$ cat src/rtl/conv_result_collector.sv
// Captures each accelerator result on the rising edge of cReady, rectifies/scales/saturates it,
// and streams it out of a small FIFO with row/frame position tags and back-pressure to the controller.
module conv_result_collector #(
    parameter int BIT_LENGTH = 16,
    parameter int OUT_WIDTH  = 8,
    parameter int SHIFT      = 4,
    parameter int FIFO_DEPTH = 8,
    parameter int ROW_LEN    = 6,
    parameter int ROW_COUNT  = 6
) (
    input  logic                  Clk,
    input  logic                  Rst_n,
    input  logic                  cReady,
    input  logic [BIT_LENGTH-1:0] finalsum,
    input  logic                  relu_en,
    output logic [OUT_WIDTH-1:0]  out_data,
    output logic                  out_valid,
    input  logic                  out_ready,
    output logic                  out_last_row,
    output logic                  out_last_frame,
    output logic                  frame_done,
    output logic                  hold_off,
    output logic                  overflow,
    input  logic                  clear_err
);

    localparam int AW = $clog2(FIFO_DEPTH);
    localparam int CW = (ROW_LEN > 1) ? $clog2(ROW_LEN) : 1;
    localparam int RW = (ROW_COUNT > 1) ? $clog2(ROW_COUNT) : 1;
    localparam int EW = OUT_WIDTH + 2;
    localparam int SAT_MAX_I = 2 ** (OUT_WIDTH - 1) - 1;
    localparam logic signed [BIT_LENGTH-1:0] SAT_MAX = BIT_LENGTH'(SAT_MAX_I);
    localparam logic signed [BIT_LENGTH-1:0] SAT_MIN = BIT_LENGTH'(-SAT_MAX_I - 1);

    logic                         cready_d;
    logic                         cap;
    logic [CW-1:0]                col;
    logic [RW-1:0]                row;
    logic                         last_row;
    logic                         last_frame;
    logic signed [BIT_LENGTH-1:0] rect;
    logic signed [BIT_LENGTH-1:0] shifted;
    logic [OUT_WIDTH-1:0]         sat;

    logic                         s1_valid;
    logic [EW-1:0]                s1_entry;

    logic [EW-1:0]                mem [FIFO_DEPTH];
    logic [AW-1:0]                wr_ptr;
    logic [AW-1:0]                rd_ptr;
    logic [AW:0]                  count;
    logic [AW:0]                  count_next;
    logic [EW-1:0]                head;
    logic                         full;
    logic                         pop;
    logic                         push_ok;
    logic                         drop;

    assign cap        = cReady & ~cready_d;
    assign last_row   = (col == CW'(ROW_LEN - 1));
    assign last_frame = last_row && (row == RW'(ROW_COUNT - 1));

    // Shift and clamp at full input width so the saturation sees the true magnitude
    always_comb begin
        rect    = (relu_en && finalsum[BIT_LENGTH-1]) ? '0 : finalsum;
        shifted = rect >>> SHIFT;
        sat     = shifted[OUT_WIDTH-1:0];
        if (shifted > SAT_MAX) begin
            sat = SAT_MAX[OUT_WIDTH-1:0];
        end else if (shifted < SAT_MIN) begin
            sat = SAT_MIN[OUT_WIDTH-1:0];
        end
    end

    always_ff @(posedge Clk or negedge Rst_n) begin
        if (!Rst_n) begin
            cready_d <= 1'b0;
            s1_valid <= 1'b0;
            s1_entry <= '0;
            col      <= '0;
            row      <= '0;
        end else begin
            cready_d <= cReady;
            s1_valid <= cap;
            if (cap) begin
                s1_entry <= {last_frame, last_row, sat};
                if (last_frame) begin
                    col <= '0;
                    row <= '0;
                end else if (last_row) begin
                    col <= '0;
                    row <= row + RW'(1);
                end else begin
                    col <= col + CW'(1);
                end
            end
        end
    end

    assign head      = mem[rd_ptr];
    assign out_valid = (count != '0);
    assign full      = (count == (AW + 1)'(FIFO_DEPTH));
    assign pop       = out_valid & out_ready;
    // A pop in the same cycle frees the slot, so a full FIFO can still take the write
    assign push_ok   = s1_valid & (~full | pop);
    assign drop      = s1_valid & ~push_ok;

    assign out_data       = out_valid ? head[OUT_WIDTH-1:0] : '0;
    assign out_last_row   = out_valid & head[OUT_WIDTH];
    assign out_last_frame = out_valid & head[OUT_WIDTH+1];

    always_comb begin
        count_next = count;
        if (push_ok && !pop) begin
            count_next = count + (AW + 1)'(1);
        end else if (pop && !push_ok) begin
            count_next = count - (AW + 1)'(1);
        end
    end

    always_ff @(posedge Clk) begin
        if (push_ok) begin
            mem[wr_ptr] <= s1_entry;
        end
    end

    always_ff @(posedge Clk or negedge Rst_n) begin
        if (!Rst_n) begin
            wr_ptr     <= '0;
            rd_ptr     <= '0;
            count      <= '0;
            hold_off   <= 1'b0;
            frame_done <= 1'b0;
            overflow   <= 1'b0;
        end else begin
            if (push_ok) begin
                wr_ptr <= wr_ptr + AW'(1);
            end
            if (pop) begin
                rd_ptr <= rd_ptr + AW'(1);
            end
            count      <= count_next;
            hold_off   <= (count_next >= (AW + 1)'(FIFO_DEPTH - 2));
            frame_done <= pop & head[OUT_WIDTH+1];
            if (drop) begin
                overflow <= 1'b1;
            end else if (clear_err) begin
                overflow <= 1'b0;
            end
        end
    end

endmodule

$ cat config.mk
export PLATFORM = sky130hd
export DESIGN_NAME = conv_result_collector
export DESIGN_NICKNAME = d
export VERILOG_FILES = /design/src/rtl/conv_result_collector.sv
export SDC_FILE = /design/constraint.sdc
export NUM_CORES = 1
export LEC_CHECK = 0
export ABC_CLOCK_PERIOD_IN_PS = 6800
export CAP_MARGIN = 20
export CORE_ASPECT_RATIO = 1.75
export CORE_MARGIN = 5
export CORE_UTILIZATION = 35
export CTS_BUF_LIST = sky130_fd_sc_hd__clkbuf_4 sky130_fd_sc_hd__clkbuf_8
export CTS_CLUSTER_DIAMETER = 60
export DETAILED_ROUTE_END_ITERATION = 12
export PLACE_DENSITY_LB_ADDON = 0.15
export SKIP_CTS_REPAIR_TIMING = 1
export SLEW_MARGIN = 15
export SYNTH_ARGS = -nofsm -noshare
export SYNTH_HDL_FRONTEND = slang
export SYNTH_SLANG_ARGS = --single-unit
$ cat constraint.sdc
create_clock -name Clk -period 6.8 [get_ports Clk]
set_input_delay 1.7 -clock Clk [delete_from_list [all_inputs] [get_ports Clk]]
set_output_delay 1.7 -clock Clk [all_outputs]
set_load 0.005 [all_outputs]
### Word level (Yosys, flattened, before mapping)

Memories as Yosys holds them, arrays and structs flattened.
Cells that the tools add are included.

| storage, ports and cells | value |
|---|---|
| bits in registers | 31 |
| RAM bits | 80 |
| input bits | 22 |
| output and inout port bits | 14 |
| logic and storage cells | 59 |
| memories kept | 1 |

| cells by class | value |
|---|---|
| add/subtract/negate cells | 6 |
| magnitude comparators | 3 |
| eq/ne operators | 3 |
| muxes and demuxes | 14 |
| bitwise logic cells | 11 |
| reductions and logical operators | 10 |

Memory list:

| memory | words | bits a word | rd ports | clocked after Yosys merged registers in | write ports | line | RTL |
|---|---|---|---|---|---|---|---|
| mem | 8 | 10 | 1 | 0 | 1 | 48 | `logic [EW-1:0] mem [FIFO_DEPTH];` |

Operators with widths:

| operator | number |
|---|---|
| $mux W8 | 3 |
| $mux W16 | 1 |
| $add A3 B1 Y3 const B | 4 |
| $gt A12 B8 Y1 const B | 1 |
| $lt A12 B8 Y1 const B | 1 |
| $mux W3 | 4 |
| $mux W4 | 2 |
| $and A1 B1 Y1 | 7 |
| $eq A3 B3 Y1 const B | 2 |
| $add A4 B1 Y4 const B | 1 |
| $eq A4 B4 Y1 const B | 1 |
| $ge A4 B3 Y1 const B | 1 |
| $logic_and A1 B1 Y1 | 4 |
| $mux W1 | 4 |
| $reduce_bool A2 Y1 | 2 |
| $reduce_bool A4 Y1 | 1 |
| $sub A4 B1 Y4 const B | 1 |
| $not A1 Y1 | 3 |
| $logic_not A1 Y1 | 2 |
| $reduce_and A2 Y1 | 1 |
| $or A1 B1 Y1 | 1 |

### Logic depth before layout (Yosys ltp)

Gate-level depths: netlist (run 1).

| logic depth | value |
|---|---|
| depth after elaboration | 9 |
| gate-level depth with buffers | 8 |
| mapped depth without buffers | 8 |

### Least setup slack after synthesis (run 1)

Ideal clock, no wire load.

| timing | value |
|---|---|
| path kind | input to register |
| start point | in out_ready |
| end point | mem mem[0][0] (netlist bit) (enable) |
| library setup time | 0.390 ns |
| arrival time | 2.952 ns |
| required time | 6.410 ns |
| setup slack | 3.458 ns |
| stages on the path | 4 |
| path buffers | 1 |
| path through | buf_2 o31a_1 nand2b_1 nor3_1 |

| on the way | value |
|---|---|
| cells in the longest elaborated chain, start to end | 5 |

RTL lines:

| what | line | RTL |
|---|---|---|
| from (decl) | 18 | `input logic out_ready,` |
| $and A1 B1 Y1 | 103 | `assign pop = out_valid & out_ready;` |
| $or A1 B1 Y1 | 105 | `assign push_ok = s1_valid & (~full \| pop);` |
| $and A1 B1 Y1 | 105 |  |
| $mux W1 | 122 | `if (push_ok) begin` |
| $mux W1 (not written as such) | 123 | `mem[wr_ptr] <= s1_entry;` |
| to (decl) | 48 |  |

Every way passes these cells.

### Worst setup path after layout (run 1)

| timing | value |
|---|---|
| start point | reg count[1] |
| end point | out out_valid |

| on the way | value |
|---|---|
| cells in the longest elaborated chain, start to end | 1 |

RTL lines:

| what | line | RTL |
|---|---|---|
| from (decl) | 51 | `logic [AW:0] count;` |
| from (signal assigned) | 142 | `count <= count_next;` |
| $reduce_bool A4 Y1 | 101 | `assign out_valid = (count != '0);` |
| to (decl) | 17 | `output logic out_valid,` |

Every way passes these cells.

==> summary.txt, run 1 <==
Min path
  – Hold WC Path Type: reg2reg

Final layout
  – Fill cell count: 1181
  – Share of cells above drive strength 1: 11.5%
  – Ant diodes: 0
  – Commonest cells after routing, fill and taps aside: edfxtp_1, nor2_1, dfrtp_1, clkdlybuf4s50_1, nand2_1
  – Most common cell after layout, fill and taps aside: edfxtp_1
  – Final Net Count: about 350
  – FF+latch area: approximately 3200 um2
  – Synthesis-to-finish area growth: 16.8%
  – Multi-input gate area: around 1300 um2

GRT
  – Initial antenna violation count: 0
  – First-pass GRT wire length: around 13 mm
  – Pin count of the biggest net entering global routing: 32
  – Gr ovfl total: 0
  – Vias in the first global route: 2445
  – GRT Resource Usage Total: between 10% and 20%

Timing
  – Peak Freq: about 220 MHz
  – Endpoints failing setup: 0
  – Min cycle time layout: ~4500 ps
  – WHS: roughly 500 ps
  – Final WS setup: 2330 ps
  – Setup TNS: 0 ps
  – Setup Skew: about 21 ps
  – Max Slew Vio Count: 0
  – Slew headroom: between 30% and 40%
  – Worst Tran Pin Value: about 960 ps
  – Unrepaired setup endpoints after global routing: false
  – Final hold violations: 0
  – Fin crit share: 65.7%

Status
  – Status: finished, final reports clean

Detailed routing
  – WL/cell: 17.5 um
  – Met2 WL: 4.72 mm
  – Via Count: between 2000 and 2500
  – DR pass1 iterations: 4
  – Wl on met1: around 3.6 mm
  – DR top layer: met4
  – Routed WL: 8.76 mm
  – Starting DRT DRC Count: 110
  – Met3 routed WL: around 290 um
  – Vias per cell: about 4.9
  – Remaining antenna violation count: 0
  – DRC violations left: 0

Placement
  – IO buf count: 31
  – Dpl hpwl: between 5 and 6 mm
  – Placer Congestion: approximately 0.7
  – Pre-CTS WS: roughly 2600 ps

Synthesis
  – Asr flop ratio synth: about 28%
  – Syn_nets: ~310
  – Synth area leader: edfxtp_1
  – Top-area cell type share of the netlist area: between 50% and 60%
  – Top FF cell, synth: edfxtp_1
  – Number of synthesized flops with an enable pin: 80
  – Yosys cell types: 37
  – Synth Cell Area: 4580 um2
  – Synthesized instance count: approximately 280
  – Main area contributors after synthesis: edfxtp_1, dfrtp_1, mux4_1, mux4_2, nor2_1
  – Number of synthesis warnings: 0
  – #FFs+latches synth: about 110
  – Avg Inst Size Synth: about 16 um2
  – Post-synthesis sequential area ratio: 69.4%

Pwr
  – Seq pwr share: 47.6%
  – Power Internal: 1.44 mW
  – Comb pwr share: between 20% and 30%
  – Tot Pwr: 2.03 mW
  – PD cells: between 300 and 400 nW/um2
  – Maximum VDD drop: 0.000100 V
  – LEAKAGE: between 1.5 and 2 nW
  – Switch share: between 20% and 30%
  – Sw power: roughly 0.59 mW
  – Clock power share: between 20% and 30%

Setup path
  – Critical path class: reg2out
  – Req. time, crit path: around 5100 ps
  – CP arrival: between 2000 and 3000 ps
  – CP Max Fanout: 12
  – Critical path endpoint category: output pin
  – Worst Setup Start Kind: register

Clock tree
  – Cts bufs inserted: 9
  – Clock Path Buffers: 2
  – Clk sinks: about 110
  – Clk_lat worst skew: between 300 and 400 ps
  – CTS tree: built
  – Register clock-pin slew on the reported worst setup and hold paths: 100 ps
  – H-Tree Depth: 3
  – CTS root buf: clkbuf_8

Die
  – Core footprint: around 13000 um2
  – Initial Util: a little over a third
  – Die Y: about 160 um
  – IO Pins: 36
  – DIE WIDTH: between 90 and 100 um
  – Row Count: 55
  – Die area: about 16000 um2

Job
  – Max-Cap Viols: 0
==> worst max-delay path: stages (launching register included) <==
cell and delay (ps):
dfrtp_1 460, inv_1 160, ha_1 250, nand2b_1 130
nor2_1 740, inv_1 170, clkdlybuf4s50_1 510
==> synthesized netlist by cell type (2+ instances only) <==
cell / count
mux2_2: 2
nor2b_1: 2
edfxtp_1: 80
nand3b_1: 3
nor3_1: 5
nand2b_1: 6
nand3_1: 3
o21ai_0: 13
dfrtp_1: 31
ha_1: 6
a21oi_1: 10
o21ai_1: 3
mux4_2: 9
nand2_1: 18
xnor2_1: 5
mux4_1: 11
mux2i_1: 11
nor2_1: 32
buf_2: 6
nand4_1: 3
a21o_1: 3
inv_1: 7
==> flip-flops by register name, summed over array words and instances, names as in the netlist <==
signal	flops
col	3
wr_ptr	3
s1_entry	10
mem	80
s1_valid	1
hold_off	1
row	3
overflow	1
rd_ptr	3
count	4
cready_d	1
frame_done	1
==> final cells by class <==
type | instances | share of cell area [%]
inverter | 7 | 0.491
clock inverter | 5 | 1.94
sequential | 111 | 59.4
timing repair buffer | 41 | 7.21
multi-input combinational | 156 | 24.3
tap | 171 | 4.00
clock buffer | 11 | 2.60
==> through the flow <==
| step | cell area, um2 | utilization, % | cells |
|---|---|---|---|
| after floorplan | 4580 | - | 284 |
| after global placement | 5100 | 39.7 | 486 |
| after detailed placement | 5100 | 39.7 | 486 |
| after CTS | 5350 | 41.5 | 502 |
| after global routing | 5350 | 41.5 | 502 |
| final | 5350 | 41.5 | 502 |
==> path summary, 6_finish.rpt <==
path / from / to / slack (ps) / cells past startpoint
max in group asynchronous: Rst_n / col[0] / 4750 / 2
max reg2reg: count[1] / mem[3][7] / 4210 / 7
min in group asynchronous: Rst_n / rd_ptr[0] / 1710 / 2
max: count[1] / out_valid / 2330 / 6
min reg2reg: row[2] / row[2] / 510 / 1
min: row[2] / row[2] / 510 / 1
==> power by group through the flow <==
stage / clock, mW / sequential [mW] / combinational (mW)
detailed placement: 0 / 0.984 / 0.616
global placement: 0 / 0.978 / 0.607
floorplan: 0 / 0.917 / 0.425
CTS: 0.479 / 0.970 / 0.616
finish: 0.464 / 0.965 / 0.597
global route: 0.507 / 0.984 / 0.666
==> metal layers <==
layer  track usage (%)  vias up
li1                  -     1159
met1              14.2     1231
met2              20.8       41
met3              2.24       11
met4              5.30        0
met5                 0        -
==> cell families (layout without fill, tap and decap cells) <==
kind of cell / count (synthesis) / count (layout) / synth area share, %
buffers and inverters: 17 / 64 / 2.16
flip-flops: 111 / 111 / 69.4
AO/OA/AOI/OAI: 35 / 35 / 4.35
XOR/XNOR: 6 / 6 / 1.15
multiplexers: 33 / 33 / 13.6
AND/OR/NAND/NOR: 76 / 76 / 7.63
adder cells (fa/ha/maj): 6 / 6 / 1.64
Power figures use the tool's default switching activity.
==> inputs of run 2 (changes only) <==
--- a/config.mk
+++ b/config.mk
@@ -5,7 +5,7 @@
 export SDC_FILE = /design/constraint.sdc
 export NUM_CORES = 1
 export LEC_CHECK = 0
-export ABC_CLOCK_PERIOD_IN_PS = 6800
+export ABC_CLOCK_PERIOD_IN_PS = 4200
 export CAP_MARGIN = 20
 export CORE_ASPECT_RATIO = 1.75
 export CORE_MARGIN = 5
==> constraint.sdc (replaced) <==
create_clock -name Clk -period 4.2 [get_ports Clk]
set_input_delay 1.05 -clock Clk [delete_from_list [all_inputs] [get_ports Clk]]
set_output_delay 1.05 -clock Clk [all_outputs]
set_load 0.005 [all_outputs]
==> summary.txt, run 2 (synthesis results as in run 1) <==
Status
  – Status: finished, final reports clean

Final layout
  – Final Net Count: 357 (+0.85%)
  – Synthesis-to-finish area growth: 16.7% (about the same)
  – Largest regs: mem (80), s1_entry (10), count (4)
  – Commonest cells after routing, fill and taps aside: edfxtp_1, nor2_1, dfrtp_1, clkdlybuf4s50_1, nand2_1
  – Max reg flops: 80 (unchanged)
  – Fill cell count: 1202 (+1.8%)
  – Ant diodes: 0 (unchanged)
  – Final Instance Area: 5340 um2 (about the same)
  – Largest register by flop count: mem
  – Share of cells above drive strength 1: 12.0% (+0.50 points)
  – Most common cell after layout, fill and taps aside: edfxtp_1

Min path
  – Hold WC Path Type: reg2reg
  – Hold EP: row[2]
  – Hold Path Cell Cnt: 1 (unchanged)
  – Hold Startpoint: row[2]

GRT
  – Initial antenna violation count: 0 (unchanged)
  – First-pass GRT wire length: 14.1 mm (+5.0%)
  – Vias in the first global route: 2582 (+5.6%)
  – Gr ovfl total: 0 (unchanged)
  – Pin count of the biggest net entering global routing: 32 (unchanged)
  – GRT Resource Usage Total: 12.4% (+0.42 points)

Placement
  – Dpl hpwl: 6.23 mm (+5.7%)
  – Placed cell areas: 5130 um2 (+0.44%)
  – Pre-CTS WS: 893 ps (-1750 ps)
  – Placer Congestion: 0.682 (-2.4%)
  – IO buf count: 31 (unchanged)

Setup path
  – CP arrival: 2540 ps (-230 ps)
  – Critical path class: reg2out
  – Worst Setup Start Kind: register
  – CP Max Fanout: 7 (-5)
  – Critical path endpoint category: output pin
  – FF-to-FF path depth: 7 (unchanged)
  – R2R Path Start: count[1]
  – Req. time, crit path: 3150 ps (-1950 ps)
  – Reg2reg setup slack: 1790 ps (-2420 ps)
  – Worst R2R End: mem[7][3]

Die
  – DIE WIDTH: 96.4 um (unchanged)
  – Initial Util: 35.6% (unchanged)
  – Die area: 15600 um2 (unchanged)
  – Die Y: 161 um (unchanged)
  – Core footprint: 12900 um2 (unchanged)
  – Row Count: 55 (unchanged)
  – IO Pins: 36 (unchanged)

Timing
  – Unrepaired setup endpoints after global routing: false
  – Final hold violations: 0 (unchanged)
  – Worst Tran Pin Value: 724 ps (-240 ps)
  – WHS: 497 ps (-17.5 ps)
  – Endpoints failing setup: 0 (unchanged)
  – Peak Freq: between 200 and 300 MHz
  – Fin crit share: roughly 86%
  – Final WS setup: 609 ps (-1730 ps)
  – Setup Skew: 9.23 ps (-12.2 ps)
  – Slew headroom: 51.7% (+16 points)
  – Min cycle time layout: roughly 3600 ps
  – Max Slew Vio Count: 0 (unchanged)
  – Setup TNS: 0 ps (unchanged)

Detailed routing
  – Routed WL: 8.90 mm (+1.5%)
  – DRC violations left: 0 (unchanged)
  – Vias per cell: 4.90 (+0.71%)
  – WL/cell: 17.6 um (+0.90%)
  – Via Count: 2474 (+1.3%)
  – DR pass1 iterations: 4 (unchanged)
  – Starting DRT DRC Count: 105 (-4.5%)
  – Remaining antenna violation count: 0 (unchanged)

Clock tree
  – Clk sinks: 111 (unchanged)
  – Cts bufs inserted: 9 (unchanged)
  – H-Tree Depth: 3 (unchanged)
  – Clk_lat worst skew: 360 ps (about the same)
  – Clock Path Buffers: 2 (unchanged)
  – CTS tree: built
  – Register clock-pin slew on the reported worst setup and hold paths: 100 ps (about the same)
  – CTS root buf: clkbuf_8

Job
  – Max-Cap Viols: 0 (unchanged)

Pwr
  – PD cells: 604 nW/um2 (+59%)
  – LEAKAGE: 1.92 nW (-0.10%)
  – Maximum VDD drop: 0.000207 V (+110%)
## run 2: cell types whose count changed in the layout (fill, tap and decap cells not counted)
| cell | before | now |
|---|---|---|
| clkbuf_4 | 2 | 1 |
| clkinvlp_4 | 0 | 1 |
| clkinv_1 | 0 | 1 |
| inv_6 | 1 | 0 |
| buf_4 | 10 | 13 |
| bufinv_16 | 3 | 2 |
| clkinv_4 | 0 | 1 |
## run 2: layout make-up
cell class	instances	area (um2)	share of cell area (%)
clock buffers	10	131	2.46
clock inverters	6	85.1	1.59
inverters	7	26.3	0.492
multi-input cells	156	1300	24.3
flip-flops and latches	111	3180	59.5
well taps	171	214	4.00
repair buffers	44	408	7.63
## run 2: critical path, stage by stage, from the launching register on
cell and delay (ps):
dfrtp_1 450, inv_1 150, ha_1 240, nand2b_1 140, nor2_1 430, buf_4 260, nor2_1 60, clkdlybuf4s50_1 450
## run 2: worst max path at each step
stage	startpoint	end	slack (ps)	depth (start not counted)
2_1_floorplan	out_ready	mem[0][0]	1510	4
3_3_place_gp	out_ready	mem[7][1]	890	5
6_report	count[1]	out_data[6]	610	7
4_1_cts	count[1]	out_data[6]	540	7
3_5_place_dp	out_ready	mem[6][1]	890	5
5_1_grt	count[1]	out_data[3]	360	7
## run 2: routing by layer
metal	vias up	wire, um	GRT usage (%)
met5	-	0	0
met4	0	135	4.98
met3	8	266	2.24
met2	43	4840	21.9
met1	1255	3660	14.6
li1	1168	-	-
## run 2: report_power, final
group	switching [mW]	internal [mW]
clock network	0.344	0.341
registers	0.159	1.36
logic	0.451	0.570
total	0.954	2.27
## run 2: metrics by stage
| step | util [%] | instances | total power, mW |
|---|---|---|---|
| global route | 41.5 | 505 | 3.44 |
| detailed placement | 39.8 | 489 | 2.60 |
| floorplan | - | 284 | 2.17 |
| global placement | 39.8 | 489 | 2.58 |
| CTS | 41.5 | 505 | 3.29 |
| finish | 41.5 | 505 | 3.23 |
==> inputs of run 3 (changes only) <==
--- a/config.mk
+++ b/config.mk
@@ -5,7 +5,7 @@
 export SDC_FILE = /design/constraint.sdc
 export NUM_CORES = 1
 export LEC_CHECK = 0
-export ABC_CLOCK_PERIOD_IN_PS = 4200
+export ABC_CLOCK_PERIOD_IN_PS = 4400
 export CAP_MARGIN = 20
 export CORE_ASPECT_RATIO = 1.75
 export CORE_MARGIN = 5
==> constraint.sdc (replaced) <==
create_clock -name Clk -period 4.4 [get_ports Clk]
set_input_delay 1.1 -clock Clk [delete_from_list [all_inputs] [get_ports Clk]]
set_output_delay 1.1 -clock Clk [all_outputs]
set_load 0.005 [all_outputs]
==> summary.txt, run 3 (synthesis results as in run 1) <==
Setup path
  – R2R Path Start: count[1]
  – Worst R2R End: rd_ptr[1]
  – CP Max Fanout: 7 (unchanged)
  – Reg2reg setup slack: 1980 ps (+190 ps)
  – FF-to-FF path depth: 8 (+1)
  – Worst Setup Start Kind: register
  – Critical path endpoint category: output pin
  – Req. time, crit path: 3300 ps (+150 ps)
  – CP arrival: 2640 ps (+100 ps)
  – Critical path class: reg2out

Pwr
  – PD cells: 558 nW/um2 (-7.6%)
  – Maximum VDD drop: 0.000142 V (-31%)
  – LEAKAGE: 1.93 nW (+0.33%)

Clock tree
  – Clock Path Buffers: 2 (unchanged)
  – CTS root buf: clkbuf_8
  – Clk_lat worst skew: 360 ps (about the same)
  – CTS tree: built
  – H-Tree Depth: 3 (unchanged)
  – Register clock-pin slew on the reported worst setup and hold paths: 100 ps (about the same)
  – Cts bufs inserted: 9 (unchanged)
  – Clk sinks: 111 (unchanged)

Final layout
  – Fill cell count: 1206 (+0.33%)
  – Max reg flops: 80 (unchanged)
  – Final Instance Area: 5340 um2 (-0.12%)
  – Most common cell after layout, fill and taps aside: edfxtp_1
  – Final Net Count: 362 (+1.4%)
  – Largest register by flop count: mem
  – Commonest cells after routing, fill and taps aside: edfxtp_1, nor2_1, dfrtp_1, clkdlybuf4s50_1
  – Ant diodes: 0 (unchanged)
  – Synthesis-to-finish area growth: 16.6%
  – FF+latch area: 3180 um2 (unchanged)
  – Share of cells above drive strength 1: 13.6% (+1.6 points)
  – Largest regs: mem (80), s1_entry (10), count (4)
  – Multi-input gate area: 1300 um2 (unchanged)
  – Layout Cells excl Fill: 510 (+0.99%)

Detailed routing
  – DR pass1 iterations: 4 (unchanged)
  – Remaining antenna violation count: 0 (unchanged)
  – Routed WL: 8.84 mm (-0.61%)
  – Vias per cell: 4.89 (-0.22%)
  – WL/cell: 17.3 um (-1.6%)
  – DRC violations left: 0 (unchanged)
  – Starting DRT DRC Count: 101 (-3.8%)
  – Via Count: 2493 (+0.77%)

Placement
  – IO buf count: 31 (unchanged)
  – Placed instance count: 494 (+1.0%)
  – Placer Congestion: 0.698 (+2.5%)
  – Placed cell areas: 5160 um2 (+0.73%)
  – Dpl hpwl: 6.08 mm (-2.4%)

Die
  – Die Y: 161 um (unchanged)
  – Row Count: 55 (unchanged)
  – IO Pins: 36 (unchanged)
  – Initial Util: 35.6% (unchanged)
  – Core footprint: 12900 um2 (unchanged)
  – DIE WIDTH: 96.4 um (unchanged)
  – Die area: 15600 um2 (unchanged)

Timing
  – Setup Skew: 15.0 ps (+5.73 ps)
  – Max Slew Vio Count: 0 (unchanged)
  – Slew headroom: 50.8% (-0.91 points)
  – Setup TNS: 0 ps (unchanged)
  – Min cycle time layout: 3740 ps
  – Worst Tran Pin Value: 738 ps (+13.6 ps)
  – Unrepaired setup endpoints after global routing: false
  – Fin crit share: between 80% and 90%
  – Peak Freq: roughly 270 MHz
  – Endpoints failing setup: 0 (unchanged)
  – Final hold violations: 0 (unchanged)

GRT
  – Pin count of the biggest net entering global routing: 32 (unchanged)
  – Vias in the first global route: 2534 (-1.9%)
  – First-pass GRT wire length: 13.7 mm (-2.8%)
  – Gr ovfl total: 0 (unchanged)
  – GRT Resource Usage Total: 12.3% (-0.11 points)
  – Initial antenna violation count: 0 (unchanged)

Job
  – Max-Cap Viols: 0 (unchanged)

Min path
  – Hold Path Cell Cnt: 1 (unchanged)
  – Hold Startpoint: row[2]
  – Hold EP: row[2]
  – Hold WC Path Type: reg2reg

Status
  – Status: finished, final reports clean
run 3: worst max path at each step:
stage / from / to / slack (ps) / cells past startpoint
global route: count[1] / out_valid / 450 / 7
finish: count[1] / out_valid / 660 / 7
detailed placement: count[1] / out_valid / 1010 / 7
floorplan: out_ready / mem[0][0] / 1660 / 4
CTS: count[1] / out_valid / 620 / 7
global placement: count[1] / out_valid / 1090 / 7
run 3: critical path: stages (launching register included):
cell and delay, ps:
dfrtp_1 450, inv_1 160, ha_1 250, nand2b_1 130, nor2_1 490, buf_4 270
inv_1 80, clkdlybuf4s50_1 450
run 3: area by class of cell:
| class | count | share of cell area [%] |
|---|---|---|
| Sequential cell | 111 | 59.6 |
| Multi-Input combinational cell | 156 | 24.4 |
| Timing Repair Buffer | 49 | 8.35 |
| Tap cell | 171 | 4.01 |
| Clock buffer | 11 | 2.60 |
| Clock inverter | 5 | 0.633 |
| Inverter | 7 | 0.492 |
run 3: layer usage:
metal	vias to the layer above	GRT usage, %	routed length (um)
li1	1172	-	-
met1	1276	14.4	3630
met2	39	21.4	4850
met3	6	3.31	257
met4	0	4.02	99
met5	-	0	0
run 3: stage by stage:
| step | utilization (%) | hold slack [ps] | worst slack [ps] | total power, mW |
|---|---|---|---|---|
| after floorplan | - | 457 | 1660 | 2.07 |
| after global placement | 40.1 | 482 | 1090 | 2.47 |
| after detailed placement | 40.1 | 490 | 1010 | 2.49 |
| after CTS | 41.5 | 504 | 616 | 3.03 |
| after global routing | 41.5 | 518 | 455 | 3.19 |
| final | 41.5 | 495 | 661 | 2.98 |
run 3: power breakdown:
group | internal (mW) | switching [mW] | total (mW)
combinational | 0.550 | 0.440 | 0.990
clock | 0.219 | 0.322 | 0.541
sequential | 1.30 | 0.149 | 1.45
